$ cat src/rtl/radix16_mult_ctrl_pkg.sv
// Shared definitions for the radix-16 Booth multiplier controller:
// controller state encoding, operand/product widths and step geometry.
package radix16_mult_ctrl_pkg;

  localparam int OP_W       = 32;
  localparam int PROD_W     = 2 * OP_W;
  localparam int STEPS      = 8;
  localparam int DIGIT_BITS = 4;
  localparam int BX_W       = OP_W + 1;
  localparam int CNT_W      = $clog2(STEPS);

  typedef enum logic [1:0] {
    IDLE = 2'd0,
    RUN  = 2'd1,
    DONE = 2'd2
  } state_t;

endpackage

$ cat src/rtl/radix16_mult_ctrl_digit_decode.sv
// Radix-16 Booth digit decoder: maps a 5-bit overlapping window of the
// multiplier onto a signed digit in -8..+8, returned as sign + magnitude.
module radix16_digit_decode
  import radix16_mult_ctrl_pkg::*;
(
  input  logic [DIGIT_BITS:0]   win,
  output logic                  sign,
  output logic [DIGIT_BITS-1:0] mag
);

  logic [DIGIT_BITS:0] digit_val;

  // d = -8*w4 + 4*w3 + 2*w2 + w1 + w0: the top four bits read as a signed
  // nibble plus the overlap bit; one extra bit holds the +8 case.
  always_comb begin
    digit_val = {win[DIGIT_BITS], win[DIGIT_BITS:1]} + {{DIGIT_BITS{1'b0}}, win[0]};
    sign      = digit_val[DIGIT_BITS];
    mag       = sign ? ((~digit_val[DIGIT_BITS-1:0]) + DIGIT_BITS'(1))
                     : digit_val[DIGIT_BITS-1:0];
  end

endmodule

$ cat src/rtl/radix16_mult_ctrl.sv
// Sequential 32x32 signed multiplier, one radix-16 Booth digit per cycle.
// Optional build macro MULT_EARLY_EXIT_EN: finish as soon as the remaining
// multiplier bits are pure sign extension (their digits are all zero).
module radix16_mult_ctrl
  import radix16_mult_ctrl_pkg::*;
(
  input  logic              Clk,
  input  logic              Rst_n,
  input  logic              Start,
  input  logic [OP_W-1:0]   A,
  input  logic [OP_W-1:0]   B,
  output logic              Busy,
  output logic              Done,
  output logic [PROD_W-1:0] Result,
  output logic [CNT_W-1:0]  Count
);

  state_t              state_reg, state_next;
  logic [OP_W-1:0]     a_reg, a_next;
  logic [BX_W-1:0]     bx_reg, bx_next;
  logic [PROD_W-1:0]   acc_reg, acc_next;
  logic [PROD_W-1:0]   result_reg, result_next;
  logic [CNT_W-1:0]    count_reg, count_next;

  logic [DIGIT_BITS:0]   win_arr [STEPS];
  logic [DIGIT_BITS:0]   cur_win;
  logic                  dig_sign;
  logic [DIGIT_BITS-1:0] dig_mag;
  logic [PROD_W-1:0]     a_ext, mag_ext, prod, term, term_shifted;
  logic [4:0]            step_shamt;
  logic                  last_step;

  // Overlapping 5-bit windows of {B, 0}, one per step.
  generate
    for (genvar gi = 0; gi < STEPS; gi++) begin : g_win
      assign win_arr[gi] = bx_reg[gi*DIGIT_BITS +: DIGIT_BITS+1];
    end
  endgenerate

  assign cur_win = win_arr[count_reg];

  radix16_digit_decode u_decode (
    .win  (cur_win),
    .sign (dig_sign),
    .mag  (dig_mag)
  );

  // Partial product for the current digit, weighted by 16^step.
  always_comb begin
    a_ext        = {{OP_W{a_reg[OP_W-1]}}, a_reg};
    mag_ext      = {{(PROD_W-DIGIT_BITS){1'b0}}, dig_mag};
    prod         = a_ext * mag_ext;
    term         = dig_sign ? (PROD_W'(0) - prod) : prod;
    step_shamt   = {count_reg, 2'b00};
    term_shifted = term << step_shamt;
  end

`ifdef MULT_EARLY_EXIT_EN
  logic [BX_W-1:0] bx_upper;
  logic [5:0]      upper_shamt;

  // Bits above the current window are all sign copies once the arithmetic
  // shift leaves only zeros or only ones; every later digit is then zero.
  assign upper_shamt = {1'b0, count_reg, 2'b00} + 6'd4;
  assign bx_upper    = $signed(bx_reg) >>> upper_shamt;
  assign last_step   = (bx_upper == '0) || (bx_upper == '1);
`else
  assign last_step   = (count_reg == CNT_W'(STEPS-1));
`endif

  // Next-state and datapath update: accept in IDLE/DONE, accumulate in RUN.
  always_comb begin
    state_next  = state_reg;
    a_next      = a_reg;
    bx_next     = bx_reg;
    acc_next    = acc_reg;
    result_next = result_reg;
    count_next  = count_reg;
    case (state_reg)
      IDLE, DONE: begin
        if (Start) begin
          a_next     = A;
          bx_next    = {B, 1'b0};
          acc_next   = '0;
          count_next = '0;
          state_next = RUN;
        end else if (state_reg == DONE) begin
          state_next = IDLE;
        end
      end
      RUN: begin
        acc_next = acc_reg + term_shifted;
        if (last_step) begin
          result_next = acc_reg + term_shifted;
          count_next  = '0;
          state_next  = DONE;
        end else begin
          count_next  = count_reg + CNT_W'(1);
        end
      end
      default: state_next = IDLE;
    endcase
  end

  // Controller state register.
  always_ff @(posedge Clk or negedge Rst_n) begin
    if (!Rst_n) state_reg <= IDLE;
    else        state_reg <= state_next;
  end

  // Operand, accumulator, result and step-count registers.
  always_ff @(posedge Clk or negedge Rst_n) begin
    if (!Rst_n) begin
      a_reg      <= '0;
      bx_reg     <= '0;
      acc_reg    <= '0;
      result_reg <= '0;
      count_reg  <= '0;
    end else begin
      a_reg      <= a_next;
      bx_reg     <= bx_next;
      acc_reg    <= acc_next;
      result_reg <= result_next;
      count_reg  <= count_next;
    end
  end

  assign Busy   = (state_reg == RUN);
  assign Done   = (state_reg == DONE);
  assign Result = result_reg;
  assign Count  = count_reg;

endmodule

$ cat config.mk
export PLATFORM = sky130hd
export DESIGN_NAME = radix16_mult_ctrl
export DESIGN_NICKNAME = d
export VERILOG_FILES = /design/src/rtl/radix16_mult_ctrl_pkg.sv /design/src/rtl/radix16_mult_ctrl_digit_decode.sv /design/src/rtl/radix16_mult_ctrl.sv
export SDC_FILE = /design/constraint.sdc
export NUM_CORES = 1
export LEC_CHECK = 0
export ABC_CLOCK_PERIOD_IN_PS = 15130
export CAP_MARGIN = 20
export CORE_UTILIZATION = 55
export DETAILED_ROUTE_END_ITERATION = 7
export PLACE_DENSITY = 0.75
export SETUP_SLACK_MARGIN = 0.2
export SLEW_MARGIN = 20
export SYNTH_ARGS = -nofsm -noshare
export SYNTH_HDL_FRONTEND = slang
export SYNTH_SLANG_ARGS = --single-unit
$ cat constraint.sdc
create_clock -name Clk -period 15.13 [get_ports Clk]
set_input_delay 3.7825 -clock Clk [delete_from_list [all_inputs] [get_ports Clk]]
set_output_delay 3.7825 -clock Clk [all_outputs]
set_load 0.1 [all_outputs]
Word-level counts from Yosys, hierarchy flattened:

Cells that the tools add are included.

* add/subtract/negate cells: 5
* multipliers: 1
* $lt $le $gt $ge: 1
* equal/unequal tests: 6
* shift operators: 1
* multiplexer cells: 14
* bitwise gates (word level): 2
* reductions and logical operators: 7

Operators by type and width (number)
* $mux 64: 2
* $pmux 64 s2: 1
* $add 64x64->64: 1
* $shl 64x5->64: 1
* $sub 1x37->38 const A: 1
* $mul 32x5->37: 1
* $bmux 5 s3: 1
* $mux 5: 2
* $reduce_and 2->1: 4
* $mux 2: 3
* $mux 3: 2
* $pmux 3 s2: 1
* $add 4x2->5: 1
* $add 4x1->4 const B: 1
* $ge 4x4->1 const B: 1
* $mux 4: 1
* $not 3->4: 1
* $not 4->4: 1
* $pmux 2 s2: 1
* $add 3x1->3 const B: 1
* $eq 3x3->1 const B: 1
* $ne 3x3->1 const B: 1
* $eq 2x1->1 const B: 1
* $eq 2x2->1 const B: 1
* other kinds (5): 5

* flip-flop bits (word level): 197
* bits of input ports: 67
* output and inout port bits: 69
* logic and storage cells: 43

Depth between registers and ports, before layout:

Gate-level depths: netlist (run 1).

* depth after elaboration: 14
* depth in mapped cells: 50

Hierarchy:

A second synthesis (run 1) with hierarchy kept.

* cell total of the unflattened synthesis: 2265
* area, all modules: 19576.3 µm²

Modules (own cells, without submodules)
* radix16_mult_ctrl: times used 1, cells each 2247, area each 19454.9 µm², seq. area each 4929.7 µm²
* radix16_digit_decode: times used 1, cells each 18, area each 121.4 µm², seq. area each 0.0 µm²

Worst setup path before layout (run 1):

No wires, ideal clock.

* path kind: flip-flop to flip-flop
* start point: reg count_reg[0] (netlist: Count[0])
* end point: reg result_reg[63] (netlist: Result[63])
* data arrival time: 11.655 ns
* data required time: 15.005 ns
* slack: 3.350 ns
* stages on the path, launching flop included: 49
* buffers on the path: 8
* cells stage by stage: dfrtp_1 -> clkbuf_1 -> clkbuf_1 -> clkbuf_1 -> mux4_2 -> nand2_1 -> nand2_1 -> ha_1 -> clkbuf_1 -> or3_1 -> a21oi_1 -> a41oi_1 -> o21ai_0 -> clkbuf_1 -> and2_1 -> ha_1 -> fa_1 -> inv_1 -> [13 not listed] -> o31ai_1 -> a221oi_1 -> mux2i_1 -> mux2i_1 -> ha_1 -> clkbuf_1 -> a21o_1 -> o21a_1 -> a211oi_1 -> o21ai_0 -> a31o_2 -> o2bb2ai_1 -> o31ai_1 -> and3_1 -> a221oi_1 -> xnor2_1 -> xnor2_1 -> mux2_2

* longest elaborated chain between the ends: 13

Ends and longest elaborated chain
* start, declared: RTL line radix16_mult_ctrl.sv:23 `logic [CNT_W-1:0] count_reg, count_next;`
* start signal, assigned: RTL line radix16_mult_ctrl.sv:124 `count_reg <= count_next;`
* $not 3->4 (not written as such): RTL line radix16_mult_ctrl.sv:40 `assign cur_win = win_arr[count_reg];`
* $bmux 5 s3: RTL line radix16_mult_ctrl.sv:40
* $mux 5 (not written as such) (2 in a row): RTL line radix16_mult_ctrl.sv:40
* $add 4x2->5: RTL line radix16_mult_ctrl_digit_decode.sv:16 `digit_val = {win[DIGIT_BITS], win[DIGIT_BITS:1]} + {{DIGIT_BITS{1'b0}}, win[0]};`
* $not 4->4: RTL line radix16_mult_ctrl_digit_decode.sv:18 `mag = sign ? ((~digit_val[DIGIT_BITS-1:0]) + DIGIT_BITS'(1))`
* $add 4x1->4: RTL line radix16_mult_ctrl_digit_decode.sv:18
* $mux 4: RTL line radix16_mult_ctrl_digit_decode.sv:18
* $mul 32x5->37: RTL line radix16_mult_ctrl.sv:52 `prod = a_ext * mag_ext;`
* $sub 1x37->38: RTL line radix16_mult_ctrl.sv:53 `term = dig_sign ? (PROD_W'(0) - prod) : prod;`
* $mux 64: RTL line radix16_mult_ctrl.sv:53
* $shl 64x5->64: RTL line radix16_mult_ctrl.sv:55 `term_shifted = term << step_shamt;`
* $add 64x64->64: RTL line radix16_mult_ctrl.sv:94 `result_next = acc_reg + term_shifted;`
* end signal, assigned: RTL line radix16_mult_ctrl.sv:123 `result_reg <= result_next;`
* end, declared: RTL line radix16_mult_ctrl.sv:22 `logic [PROD_W-1:0] result_reg, result_next;`

Parallel ways exist; a longest one is shown, timed or not. The select of a mux whose other input is x is not followed.
A chain may end at the register's enable or synchronous reset.

Worst setup path in the final report (run 1):

Same ends and word-level chain as after synthesis.

==> reports/summary.md, run 1 <==
0 antenna diodes ended up in the layout. The most used flip-flop cell after synthesis is dfrtp_1. Post-synthesis instance area: 19,200 sq um.

Timing would allow up to 77.4 MHz. After synthesis, the most frequently instantiated cells are nand2_1, dfrtp_1, inv_1. At the worst endpoint, the required time is 15.48 ns.

The setup slack at placement was 2.61 ns. The share of flip-flops with an asynchronous set or reset is 1.00. The die covers 35,700 sq um. The worst register-to-register path has a depth of 42. Summing all placed instances gives a cell area of 20,900 sq um. After synthesis, the mean cell area works out to 8.62 sq um. The worst setup path is launched from a flip-flop. The maximum fanout count along the critical path came out at 73. The maximum level of the CTS H-tree is 4. The area added between synthesis and finish works out to 11.7%.

The most frequent cell after synthesis was nand2_1. The count of nets after finishing is 2,561, and the via count of the first global-routing pass is 16,430. Setup repair after global routing left no endpoint under its margin. The worst path in the final design needs a cycle of 12.93 ns, including I/O delays and setup. The run finished with clean final reports.

The part of the Yosys area used for sequential elements was 0.256; the initial core utilization was 0.558. The number of hold buffers added after CTS was 0. The tree built by TritonCTS fans out to 197 sinks. The number of antenna violations at the first check in global routing came out at 1. The post-route setup TNS was 0 ns. The clock input transition at the sequential cells of the worst setup and hold paths is 0.08 ns, and the height of the die is 189 microns.

The root buffer cell chosen for the clock tree is clkbuf_16. In this run the core area contains 68 standard-cell rows. Across all register-to-register paths, the minimum setup slack is 2.20 ns. The weighted congestion at the end of routability-driven global placement came out at 1.00. Dividing the detail-routed wire length by the instance count gives 19.9 microns.

The tool flagged a number of max-cap violations equal to 0. The overflow left after global routing came out at 0. Largest stage delay on the critical path: 0.83 ns.

The tools report the number of buffers on the longest clock path as 2. The termination of the worst setup path is Result[63]$_DFFE_PN0P_. The die is 189 microns wide. Launch point of the worst reg-to-reg path: Count[0]$_DFFE_PN0P_.

The count of nets left with antenna violations once routing finished came out at 0. The signal arrival time at the worst endpoint was 13.28 ns; the count of TritonRoute iterations in the first routing pass was 6. The run gives 2,231 as the number of cells produced by synthesis. The tools report the maximum number of pins on one net before global-route repair as 74. The filler cells instantiated in the layout total 3,007.

Transition time at the pin with the least slew margin: 1.07 ns. Setup violations remaining at the end of the flow were counted as 0. Buffers placed on the I/O ports in this run total 135. Overall fraction of global-route tracks in use: 0.313. The detailed router finished its first iteration with 1,585 violations. Summed over all layers, the routed wires come to 54,900 microns. Worst setup path category: reg -> reg. The run gives 0 as the number of post-CTS setup repair buffers.

TritonCTS built the clock tree. For the hold violation count in the final report, the log shows 0. The area inside the core boundary came out at 34,500 sq um. The worst slew slack as a fraction of its limit is 0.287, and the post-DP HPWL is 41,500 microns. Counting flops with a built-in enable in the synthesized netlist gives 0.

After detailed routing, the number of remaining DRC violations is 0. Yosys printed 0 warnings. The global-route wire length before repair is 88,800 microns.

The worst setup path is captured at a flip-flop. The later pin in the worst-skew pair is clocked with a latency of 0.47 ns. On the final layout, the worst clock skew is 0.0229 ns. The number of vias after detailed routing is 17,260, and the share of the clock period used by the worst path after layout is 0.854. The most area-hungry cell type in the Yosys netlist was dfrtp_1. The number of nets in the synthesized netlist is 2,505. The count of cell types in the netlist was 92.

The number of synthesized register bits was 197. The TritonCTS buffer count was 17. For this design the top-level I/O count stands at 136. By area the synthesized netlist is led by dfrtp_1, ha_1, fa_1, mux2_2, nand2_1.

The tools report the post-route standard cell area excluding fillers as 21,500 sq um. After layout, the worst setup slack is 2.20 ns. The via density per instance came out at 6.27. The critical path starts at Count[0]$_DFFE_PN0P_. The share of cells above drive strength 1 works out to 0.0879. The number of gates resized after cts was 0.

The endpoint identified for the worst register-to-register timing path is Result[63]$_DFFE_PN0P_. Final max-slew violation count: 0. In this run the worst hold path is classified as reg -> reg. The slowest library cell on the worst path was a2111oi_0.

The area fraction of the dominant cell type after synthesis works out to 0.256.
==> cells in the final DEF, fill, tap and decap left out, types with 27 or more instances in the layout <==
| cell type | instances |
|---|---|
| xor2_1 | 49 |
| ha_1 | 141 |
| xnor2_1 | 61 |
| inv_1 | 154 |
| nand4_1 | 32 |
| nand3_1 | 47 |
| and2_1 | 47 |
| mux2i_1 | 38 |
| a21oi_1 | 150 |
| o21ai_0 | 112 |
| nor2_1 | 97 |
| a21o_1 | 60 |
| fa_1 | 66 |
| a22o_1 | 54 |
| clkdlybuf4s50_1 | 134 |
| nor2b_1 | 73 |
| dfrtp_1 | 194 |
| nand2_1 | 259 |
| and3_1 | 27 |
| mux2_2 | 96 |
| nor3_1 | 30 |
==> critical path: cells and delay by family, from the launching register on <==
kind | cells | cell delay, ns
buffers and inverters | 5 | 1.37
flip-flops | 1 | 0.52
multiplexers | 1 | 0.27
AND/OR/NAND/NOR | 9 | 2.67
AO/OA/AOI/OAI | 19 | 5.22
adder cells (fa/ha/maj) | 6 | 2.38
XOR/XNOR | 2 | 0.34
==> routing by layer <==
metal | part of all wire | GRT usage | vias up | routed length [microns]
met5 | 0.00024 | 0 | - | 13
met4 | 0.020 | 0.0782 | 2 | 1090
met3 | 0.067 | 0.0482 | 79 | 3680
met2 | 0.44 | 0.475 | 648 | 24000
met1 | 0.48 | 0.466 | 8440 | 26100
li1 | - | - | 8091 | -
==> cell type report <==
type                    instances  area [sq um]  area share
clock buffers                  18           439      0.0204
well taps                     455           569      0.0265
clock inverters                13           165     0.00769
flip-flops and latches        197          4930       0.230
repair buffers                155          1510      0.0701
inverters                     159           597      0.0278
multi-input cells            1757         13300       0.618
==> worst min path at each step <==
stage / endpoint / cells past startpoint / slack (ns) / startpoint
floorplan: acc_reg[13]$_DFFE_PN0P_ / 2 / 0.46 / acc_reg[13]$_DFFE_PN0P_
global placement: Result[17]$_DFFE_PN0P_ / 2 / 0.46 / Result[17]$_DFFE_PN0P_
detailed placement: Result[16]$_DFFE_PN0P_ / 2 / 0.46 / Result[16]$_DFFE_PN0P_
CTS: Result[18]$_DFFE_PN0P_ / 2 / 0.48 / Result[18]$_DFFE_PN0P_
global route: Result[35]$_DFFE_PN0P_ / 2 / 0.50 / Result[35]$_DFFE_PN0P_
finish: Result[18]$_DFFE_PN0P_ / 2 / 0.48 / Result[18]$_DFFE_PN0P_
==> cell families (layout without fill, tap and decap cells) <==
logic type	after synthesis	count (layout)	synth area share
adders and majority gates	207	207	0.160
xor gates and xnor gates	110	110	0.0501
DFF	197	197	0.256
AOI/OAI and AO/OA	608	608	0.215
muxes	142	142	0.0847
and+or+nand+nor	690	690	0.178
buffers and inverters	277	345	0.0551
==> through the flow <==
| stage | hold WS [ns] | utilization | std cells |
|---|---|---|---|
| 3_5_place_dp | 0.461 | 0.606 | 2723 |
| 4_1_cts | 0.481 | 0.623 | 2754 |
| 5_1_grt | 0.503 | 0.623 | 2754 |
| 6_report | 0.476 | 0.623 | 2754 |
| 2_1_floorplan | 0.456 | - | 2231 |
| 3_3_place_gp | 0.461 | 0.606 | 2723 |
Power of run 1 is left out: the tool's default activity adds up to more than one toggle a clock period on the data nets, which glitch-free logic cannot reach.
==> run 2: changes to the inputs <==
==> constraint.sdc (replaced) <==
create_clock -name Clk -period 15.13 [get_ports Clk]
set_input_delay 3.026 -clock Clk [delete_from_list [all_inputs] [get_ports Clk]]
set_output_delay 3.026 -clock Clk [all_outputs]
set_load 0.1 [all_outputs]
==> results of run 2 <==
Same layout as run 1 (identical final DEF). Status: completed.
Power of run 2 is left out for the same reason.
==> run 3: changes to the inputs <==
- CTS_CLUSTER_DIAMETER: default -> 80
- GPL_ROUTABILITY_DRIVEN: default -> 0
==> run 3 against run 2 <==
Clock-buffer cell count unchanged. Routed wire length down 3.8%. Non-clock buffer count unchanged. Maximum frequency up 0.83%. Global-route usage down 1.3 points. Die area unchanged. Via count up 1.1%. Largest cell class unchanged. Highest routed layer is now met4.
==> reports/summary.md, run 3 (same netlist as run 1, synthesis figures left out) <==
The logs give 1,760 (was 1,585) for the violation count after the first detailed-routing iteration and 0 (unchanged) for the post-route antenna net violation count. The leading cell type in the layout, fill and taps excluded was nand2_1 (unchanged). The flip-flop and latch area is 4930 sq um (unchanged), and the number of buffers on the longest clock path is 2 (unchanged).

The cell chosen for the clock root is clkbuf_16 (unchanged). The tools report the number of antenna violations at the first check in global routing as 0 (was 1). The post-DP HPWL was 39,800 microns (was 41,500 microns). The kind of end point of the critical path is a flip-flop (unchanged).

Type of the tightest min-delay check: reg -> reg (unchanged). Setup repair after global routing left no endpoint under its margin. Number of fillers in the final layout: 2,946 (was 3,007). The transition time at the pin with the least slew margin is 1.04 ns (was 1.07 ns), and the number of vias after detailed routing is 17,456 (was 17,260).

The clock input transition at the sequential cells of the worst setup and hold paths was 0.08 ns (about the same); the shortest period the worst path allows was 12.82 ns (was 12.93 ns). The setup slack after layout is 2.31 ns (was 2.20 ns), and the count of TritonRoute iterations in the first routing pass is 8 (was 6). The run gives 136 (unchanged) as the number of top-level pins.

The row count came out at 68 (unchanged). The share of the clock period used by the worst path after layout came out at 0.847 (was 0.854). The maximum fanout count along the critical path came out at 55 (was 73). Share of cells above drive strength 1: 0.0878 (was 0.0879). The area added between synthesis and finish is 11.6% (was 11.7%).

Average wire length per cell after detail routing: 19.2 microns (was 19.9 microns). The cell that appears most often on the critical path is ha_1. The area inside the core boundary was 34,500 sq um (unchanged).

The count of hold buffers inserted by post-cts repair was 0 (unchanged). The tools report the via count of the first global-routing pass as 16,890 (was 16,430). The later-pin clock latency in the skew report was 0.47 ns (about the same). Worst slew slack as a fraction of its limit: 0.307 (was 0.287).

The run gives 2,561 (unchanged) as the count of nets after finishing. Signal arrival time at the worst endpoint: 13.17 ns (was 13.28 ns). The logs give 78.0 MHz (was 77.4 MHz) for the highest achievable clock rate and 0 (unchanged) for the number of post-CTS setup repair buffers. For the count of antenna diodes in the layout, the log shows 0 (unchanged). The via density per instance was 6.34 (was 6.27).

The run finished with clean final reports. The logs give 87,000 microns (was 88,800 microns) for the global-route wire length before repair and 0 (unchanged) for the remaining routing DRC violations. The clock skew was 0.0189 ns (was 0.0229 ns).

TritonCTS built the clock tree. The initial core utilization is 0.558 (unchanged). The number of clock sinks seen by CTS was 197 (unchanged). The count of input and output buffers was 135 (unchanged).

The tools report the maximum number of pins on one net before global-route repair as 75 (was 74). The tools report the required time of the critical path as 15.48 ns (about the same). The run gives 0.623 (about the same) as the final standard cell utilization of the core. Worst setup path category: reg -> reg (unchanged).

The logs give 4 (unchanged) for the maximum level of the CTS H-tree and 0 (unchanged) for the number of max-capacitance violations reported. The height of the die was 189 microns (unchanged); the worst hold margin was 0.483 ns (was 0.476 ns). The die extent in x is 189 microns (unchanged). The category of the worst setup path launch point is a flip-flop (unchanged). The slowest library cell on the worst path is a2111oi_0 (unchanged). Number of gates resized after cts: 0 (unchanged). The final max-slew violation count is 0 (unchanged), and the overall fraction of global-route tracks in use is 0.300 (was 0.313).

The largest stage delay on the critical path works out to 0.70 ns (was 0.83 ns). The post-route setup TNS came out at 0 ns (unchanged). The run gives 52,800 microns (was 54,900 microns) as the final routed wirelength across all metal layers. The setup slack at placement came out at 2.65 ns (was 2.61 ns). For the TritonCTS buffer count, the log shows 17 (unchanged). Most frequent cells in the layout: nand2_1, dfrtp_1, inv_1 (unchanged). The tools report the overflow left after global routing as 0 (unchanged).

The hold violation count in the final report was 0 (unchanged). The final setup violation count came out at 0 (unchanged). The logs give 35,700 sq um (unchanged) for the area enclosed by the die boundary and 13,300 sq um (unchanged) for the area of the multi-input gates.
==> run 3: cell count changes in the layout (fill, tap and decap cells not counted) <==
cell,change
bufinv_16,-2
clkinv_8,+2
clkbuf_1,+1
clkbuf_8,-1
clkinv_4,-1
clkinvlp_4,+1
inv_12,+1
inv_6,-1
inv_8,+1
==> run 3: path summary, 6_finish.rpt <==
path	start	end	slack, ns	depth (start not counted)
max reg2reg	Count[1]$_DFFE_PN0P_	Result[63]$_DFFE_PN0P_	2.31	44
min in group asynchronous	Rst_n	Result[43]$_DFFE_PN0P_	2.56	1
max in group asynchronous	Rst_n	Count[2]$_DFFE_PN0P_	11.24	2
min reg2reg	Result[17]$_DFFE_PN0P_	Result[17]$_DFFE_PN0P_	0.48	2
min	Result[17]$_DFFE_PN0P_	Result[17]$_DFFE_PN0P_	0.48	2
max	Count[1]$_DFFE_PN0P_	Result[63]$_DFFE_PN0P_	2.31	44
==> run 3: metrics by stage <==
stage	instances	area, sq um
floorplan	2231	19200
global placement	2722	20900
detailed placement	2722	20900
CTS	2754	21400
global route	2755	21500
finish	2755	21500
==> run 3: cell type report <==
type | count | area share
Sequential cell | 197 | 0.230
Timing Repair Buffer | 155 | 0.0701
Clock buffer | 18 | 0.0200
Tap cell | 455 | 0.0265
Inverter | 159 | 0.0278
Multi-Input combinational cell | 1757 | 0.618
Clock inverter | 14 | 0.00723
==> run 3: worst max-delay path, delay by kind of cell (launching register included) <==
kind / cells / cell delay [ns]
AOI/OAI and AO/OA: 16 / 4.78
adders and majority gates: 7 / 2.95
DFF: 1 / 0.43
and+or+nand+nor: 11 / 2.17
buffers and inverters: 6 / 1.45
xor gates and xnor gates: 2 / 0.33
muxes: 2 / 0.56
==> run 3: per-layer routing <==
layer	global-route usage	wire (microns)	up-vias
met4	0.112	1610	0
met3	0.0532	4550	140
li1	-	-	8082
met2	0.463	23100	840
met5	0	0	-
met1	0.421	23500	8394
Power of run 3 is left out for the same reason.
